===== config.mk =====
export PLATFORM = sky130hd
export DESIGN_NAME = ccd_line_scheduler
export DESIGN_NICKNAME = d
export VERILOG_FILES = /design/src/rtl/ccd_line_scheduler.sv
export SDC_FILE = /design/constraint.sdc
export NUM_CORES = 1
export LEC_CHECK = 0
export CAP_MARGIN = 20
export CORE_MARGIN = 1.5
export CORE_UTILIZATION = 60
export CTS_BUF_LIST = sky130_fd_sc_hd__clkbuf_2
export CTS_CLUSTER_DIAMETER = 60
export CTS_CLUSTER_SIZE = 8
export DETAILED_ROUTE_END_ITERATION = 16
export DONT_BUFFER_PORTS = 1
export PLACE_DENSITY = 0.75
export SETUP_SLACK_MARGIN = 0.2
export SLEW_MARGIN = 15
export SYNTH_ARGS = -nofsm -noshare
export SYNTH_HDL_FRONTEND = slang
export SYNTH_SLANG_ARGS = --single-unit

===== constraint.sdc =====
create_clock -name sys_clk -period 3.9 [get_ports sys_clk]
set_clock_uncertainty 0.2 [all_clocks]
set_input_delay 0.585 -clock sys_clk [delete_from_list [all_inputs] [get_ports sys_clk]]
set_output_delay 0.585 -clock sys_clk [all_outputs]
set_load 0.005 [all_outputs]

===== src/rtl/ccd_line_scheduler.sv =====
// ccd_line_scheduler: launches CCD lines in free-run or external-trigger mode and supervises the driver handshake
//   sys_clk, sys_rst_n           : clock, synchronous active-low reset
//   start, stop                  : run control pulses
//   trig_mode, ext_trig          : line source select, asynchronous trigger input
//   line_period, f1_div_cfg,
//   line_total                   : run configuration, sampled on an accepted start
//   drv_busy                     : driver load/transfer activity
//   line_start, f1_cnt, run,
//   line_idx                     : line launch pulse, latched divider, run flag, lines issued
//   done, overrun, cfg_err,
//   drv_err                      : one-cycle event pulses
module ccd_line_scheduler #(
  parameter int MIN_PERIOD  = 1200,
  parameter int ACK_TIMEOUT = 64
) (
  input  logic        sys_clk,
  input  logic        sys_rst_n,
  input  logic        start,
  input  logic        stop,
  input  logic        trig_mode,
  input  logic        ext_trig,
  input  logic [23:0] line_period,
  input  logic [7:0]  f1_div_cfg,
  input  logic [15:0] line_total,
  input  logic        drv_busy,
  output logic        line_start,
  output logic [7:0]  f1_cnt,
  output logic        run,
  output logic [15:0] line_idx,
  output logic        done,
  output logic        overrun,
  output logic        cfg_err,
  output logic        drv_err
);
  typedef enum logic [1:0] {IDLE, WAIT, ISSUE, READOUT} state_t;
  localparam int TW = $clog2(ACK_TIMEOUT + 1) + 1;
  state_t        state_q;
  logic [2:0]    sync_q;
  logic [23:0]   per_q, pcnt_q;
  logic [15:0]   total_q, idx_q;
  logic [7:0]    f1_q;
  logic [TW-1:0] tcnt_q;
  logic          tmode_q, first_q, ack_q, stop_pend_q;
  logic          ls_q, done_q, ovr_q, cfg_err_q, drv_err_q;
  logic          trig_edge, expiry, hit, go, bad_cfg, last_line, ovr_d;
  // sync_q[1:0] is the 2-flop synchronizer, sync_q[2] holds the previous value for edge detection
  assign trig_edge = sync_q[1] & ~sync_q[2];
  assign expiry    = pcnt_q == per_q - 24'd1;
  // the cycle in which the saturating counter reaches its limit; used to flag overrun once per line
  assign hit       = !expiry && (pcnt_q + 24'd1 == per_q - 24'd1);
  assign go        = tmode_q ? trig_edge : (first_q | expiry);
  assign bad_cfg   = f1_div_cfg < 8'd2 || (!trig_mode && line_period < 24'(MIN_PERIOD));
  assign last_line = (total_q != 16'd0 && idx_q == total_q) || stop_pend_q || stop;
  assign ovr_d     = tmode_q ? trig_edge && (state_q == ISSUE || state_q == READOUT)
                             : hit && state_q == READOUT;
  assign line_start = ls_q;
  assign f1_cnt     = f1_q;
  assign run        = state_q != IDLE;
  assign line_idx   = idx_q;
  assign done       = done_q;
  assign overrun    = ovr_q;
  assign cfg_err    = cfg_err_q;
  assign drv_err    = drv_err_q;
  always_ff @(posedge sys_clk) begin
    if (!sys_rst_n) begin
      state_q     <= IDLE;
      sync_q      <= 3'd0;
      per_q       <= 24'd0;
      pcnt_q      <= 24'd0;
      total_q     <= 16'd0;
      idx_q       <= 16'd0;
      f1_q        <= 8'd2;
      tcnt_q      <= '0;
      tmode_q     <= 1'b0;
      first_q     <= 1'b0;
      ack_q       <= 1'b0;
      stop_pend_q <= 1'b0;
      ls_q        <= 1'b0;
      done_q      <= 1'b0;
      ovr_q       <= 1'b0;
      cfg_err_q   <= 1'b0;
      drv_err_q   <= 1'b0;
    end else begin
      sync_q    <= {sync_q[1:0], ext_trig};
      ls_q      <= 1'b0;
      done_q    <= 1'b0;
      ovr_q     <= ovr_d;
      cfg_err_q <= 1'b0;
      drv_err_q <= 1'b0;
      if (state_q != IDLE && !expiry) pcnt_q <= pcnt_q + 24'd1;
      if (tcnt_q != '1) tcnt_q <= tcnt_q + 1'b1;
      case (state_q)
        IDLE: if (start) begin
          if (bad_cfg) cfg_err_q <= 1'b1;
          else begin
            tmode_q     <= trig_mode;
            per_q       <= line_period;
            total_q     <= line_total;
            f1_q        <= f1_div_cfg;
            idx_q       <= 16'd0;
            pcnt_q      <= 24'd0;
            first_q     <= 1'b1;
            stop_pend_q <= 1'b0;
            state_q     <= WAIT;
          end
        end
        WAIT: if (stop) begin
          done_q  <= 1'b1;
          state_q <= IDLE;
        end else if (go) begin
          ls_q    <= 1'b1;
          idx_q   <= idx_q + 16'd1;
          pcnt_q  <= 24'd0;
          tcnt_q  <= '0;
          first_q <= 1'b0;
          state_q <= ISSUE;
        end
        ISSUE: begin
          ack_q       <= 1'b0;
          stop_pend_q <= stop_pend_q | stop;
          state_q     <= READOUT;
        end
        default: begin
          stop_pend_q <= stop_pend_q | stop;
          if (!ack_q) begin
            if (drv_busy) ack_q <= 1'b1;
            else if (tcnt_q >= TW'(ACK_TIMEOUT - 1)) begin
              drv_err_q <= 1'b1;
              state_q   <= IDLE;
            end
          end else if (!drv_busy) begin
            done_q  <= last_line;
            state_q <= last_line ? IDLE : WAIT;
          end
        end
      endcase
    end
  end
endmodule


==> impl_metrics.csv <==
group,metric,value,unit
placement,gp_congestion,0.952,
synth,netlist_instances,809,
pwr,combPwrFrac,26.2,%
pwr,peakVddDrop,294,uV
clocking,clockRootBuffer,"clkbuf_2",
clocking,numCtsBuffers,9,
layout,layout.cells.non_filler,989,
synth,avgSynthCellArea,7.68,um^2
worst_hold_path,hold_path.class,"in -> reg",
synth,synth_mux_area_share,1.13,%
pwr,power_density,326,nW/um^2
layout,final_area,7180,um^2
floorplan,core_area,9910,um^2
status,status,"finished clean",
global_route,met2_usage,52.6,%
global_route,grt.met3_usage,7.80,%
timing,setup_tns,0,ns
synth,synthArstFlopShare,0,%
routing,dr.pass1.iters,5,
layout,final_cell_mix,"nand2_1 (135), dfxtp_1 (99), a21oi_1 (77)",
global_route,first_global_vias,5974,
timing,worst_pin_slew,0.560,ns
timing,finalWorstSetupSlack,0.293,ns
timing,hold-worst-slack,0.0408,ns
synth,synth_cell_types,61,
clocking,cts_tree,"done",
synth,synthSimpleGateAreaFrac,30.0,%
global_route,antenna_found_initial,0,
routing,num_vias,6108,
worst_setup_path,critPathMaxFanout,13,
routing,post_drt_wl_per_cell,17.5,um
layout,multi_input_area,3860,um^2
routing,viasPerCell,6.18,
floorplan,ioPinCount,85,
pwr,p_leak,0.00250,uW
global_route,grt_use_total,31.8,%
routing,drt_wl_total,17.3,mm
pwr,clockPowerShare,20.8,%
global_route,grt_pass1_wl,28.3,mm
pwr,seqPwrFrac,53.0,%
global_route,groute.layer.met1.usage,40.4,%
layout,layout_commonest_cell,"nand2_1",
layout,drive_gt1_share,9.93,%
routing,drc,0,
floorplan,dieArea,11000,um^2
timing,slew_violations,0,
synth,synth_top_family_by_area,"simple AND/OR/NAND/NOR gates",
floorplan,rows,36,
floorplan,start_util,62.7,%
synth,ys.flop_type,"dfxtp_1",
synth,synth_xor_area_share,13.6,%
floorplan,die_w,105,um
timing,period_needed,3.61,ns
pwr,swShare,34.1,%
placement,dp_slack,0.153,ns
routing,initialDrtViolationCount,462,
layout,nets,910,
worst_setup_path,slowest_stage,"or4_4",
clocking,cts_htree_levels,3,
global_route,grt_max_degree,52,
worst_hold_path,min_from,"stop",
timing,fmax,277,MHz
worst_setup_path,cp_num_buf_inv,1,
timing,setup_viol,0,
layout,antenna_cells,0,
layout,seqCellArea,2230,um^2
placement,port_buffers,0,
global_route,grt_overflow_total,0,
clocking,clock_path_buffers,2,
worst_setup_path,critPathTopFamily,"simple AND/OR/NAND/NOR gates",
worst_setup_path,crit_required,4.27,ns
clocking,clk_pin_slew_worst_paths,0.29,ns
timing,finalHoldViolations,0,
worst_setup_path,cp.arrival,3.98,ns
pwr,power.internal,1550,uW
clocking,clock_sinks,110,
synth,yosysSeqAreaShare,35.4,%
global_route,grt.busiest_layer,"met2",
worst_setup_path,cpPeakStageDelay,0.59,ns
synth,synth_fa_ha_area_share,0.805,%
synth,synth_fp_nets,868,
timing,relSlewSlack,62.4,%
job,cap_violations,0,
placement,dp_cells,915,
floorplan,dieHeight,105,um
timing,timing.final.crit_share,92.5,%
worst_setup_path,setup.worst_path.end_class,"flop",
worst_setup_path,r2r_start,"per_q[7]",
synth,ys_ff_latch,110,
routing,detail-route-antenna-nets,0,
clocking,insertion_delay,0.65,ns
placement,hpwl,11.9,mm
layout,area_growth,15.5,%
synth,synth_enable_flop_cells,0,
timing,rsz0062_at_grt,"false",
worst_setup_path,worstSetupStartpointType,"flop",
placement,place_area,6380,um^2
worst_setup_path,worstSetupStartpoint,"per_q[7]",
pwr,switchingPower,798,uW
synth,syn_area,6210,um^2
worst_setup_path,crit_chain,"or4_4, or4_4, or3_4, nand3_2, a31oi_4, nor4b_2, buf_4, o211ai_1, nand2_1, nor2_1",
synth,synth_warnings,0,
worst_setup_path,critPathKind,"reg -> reg",
worst_setup_path,cpMostUsedCell,"or4_4",
synth,synth-compound-area-share,14.7,%
layout,nFillCells,796,
-- Yosys cell counts (3+ instances only) --
cell type    n  area, um^2
a211oi_1     4        30.0
a21oi_1     77         385
a31oi_1      5        31.3
and2_1       7        43.8
and3_1       6        37.5
buf_2        5        25.0
clkbuf_1    45         169
dfxtp_1    110        2200
ha_1         4        50.1
inv_1       20        75.1
mux2i_1      7        70.1
nand2_1    136         510
nand3_1     32         160
nand4_1     18         113
nor2_1      54         203
nor3_1      28         140
nor3b_1      3        22.5
nor4_1      27         169
o211ai_1     5        37.5
o21ai_0     33         165
o31ai_1      7        52.6
or2_2        3        18.8
or3_1       20         125
or4_1       11        82.6
xnor2_1     63         552
xor2_1      31         272
-- layer usage --
metal / share of wire (%) / wire, um
met5: 0 / 0
met4: 2.2 / 389
met3: 7.8 / 1350
met2: 48 / 8280
met1: 42 / 7280
-- power by group through the flow --
stage	Combinational, uW	Clock, uW	Sequential (uW)
final	614	487	1240
after global routing	666	540	1250
after CTS	570	498	1230
after detailed placement	521	0	1250
after global placement	508	0	1250
after floorplan	410	0	1230
-- worst min-delay path, delay by kind of cell --
kind / cells / cell delay [ns]
compound gates: 2 / 0.26
simple gates: 1 / 0.04
-- metrics by stage --
stage          power [uW]  utilization, %
3_3_place_gp         1760            64.4
2_1_floorplan        1640               -
3_5_place_dp         1770            64.4
6_report             2340            72.5
5_1_grt              2460            72.5
4_1_cts              2300            71.0
-- flip-flops by register name (all words and copies together) (netlist names), 2 cells and up --
signal and flops:
state_q 2, sync_q 3, pcnt_q 24, total_q 16
f1_cnt 8, per_q 24, line_idx 16, tcnt_q 8
-- what timing repair did --
action	in CTS	in global routing
resized for setup	2	34
setup endpoints to repair	28	52
hold endpoints to repair	62	0
hold buffers	55	0
buffers inserted	0	3
pin swaps	0	7
-- path summary, 6_finish.rpt --
path / slack, ns / cells after the start / to
setup reg to reg: 0.29 / 10 / tcnt_q[6]
hold / removal: 0.04 / 3 / state_q[0]
hold reg to reg: 0.27 / 2 / sync_q[2]
setup / recovery: 0.29 / 10 / tcnt_q[6]
-- area by class of cell --
class                      instances  share of cell area (%)
clock inverter                     6                   0.627
timing repair buffer              81                    10.6
inverter                          20                    1.05
tap                              133                    2.32
multi-input combinational        629                    53.8
clock buffer                      10                   0.697
sequential                       110                    31.0
-- cells by family after synthesis --
kind of cell / after synthesis
AOI/OAI and AO/OA: 153
xor gates and xnor gates: 95
adders and majority gates: 4
buffers and inverters: 70
DFF: 110
muxes: 7
and+or+nand+nor: 370
Note: power is estimated with default switching activity, not from simulation.
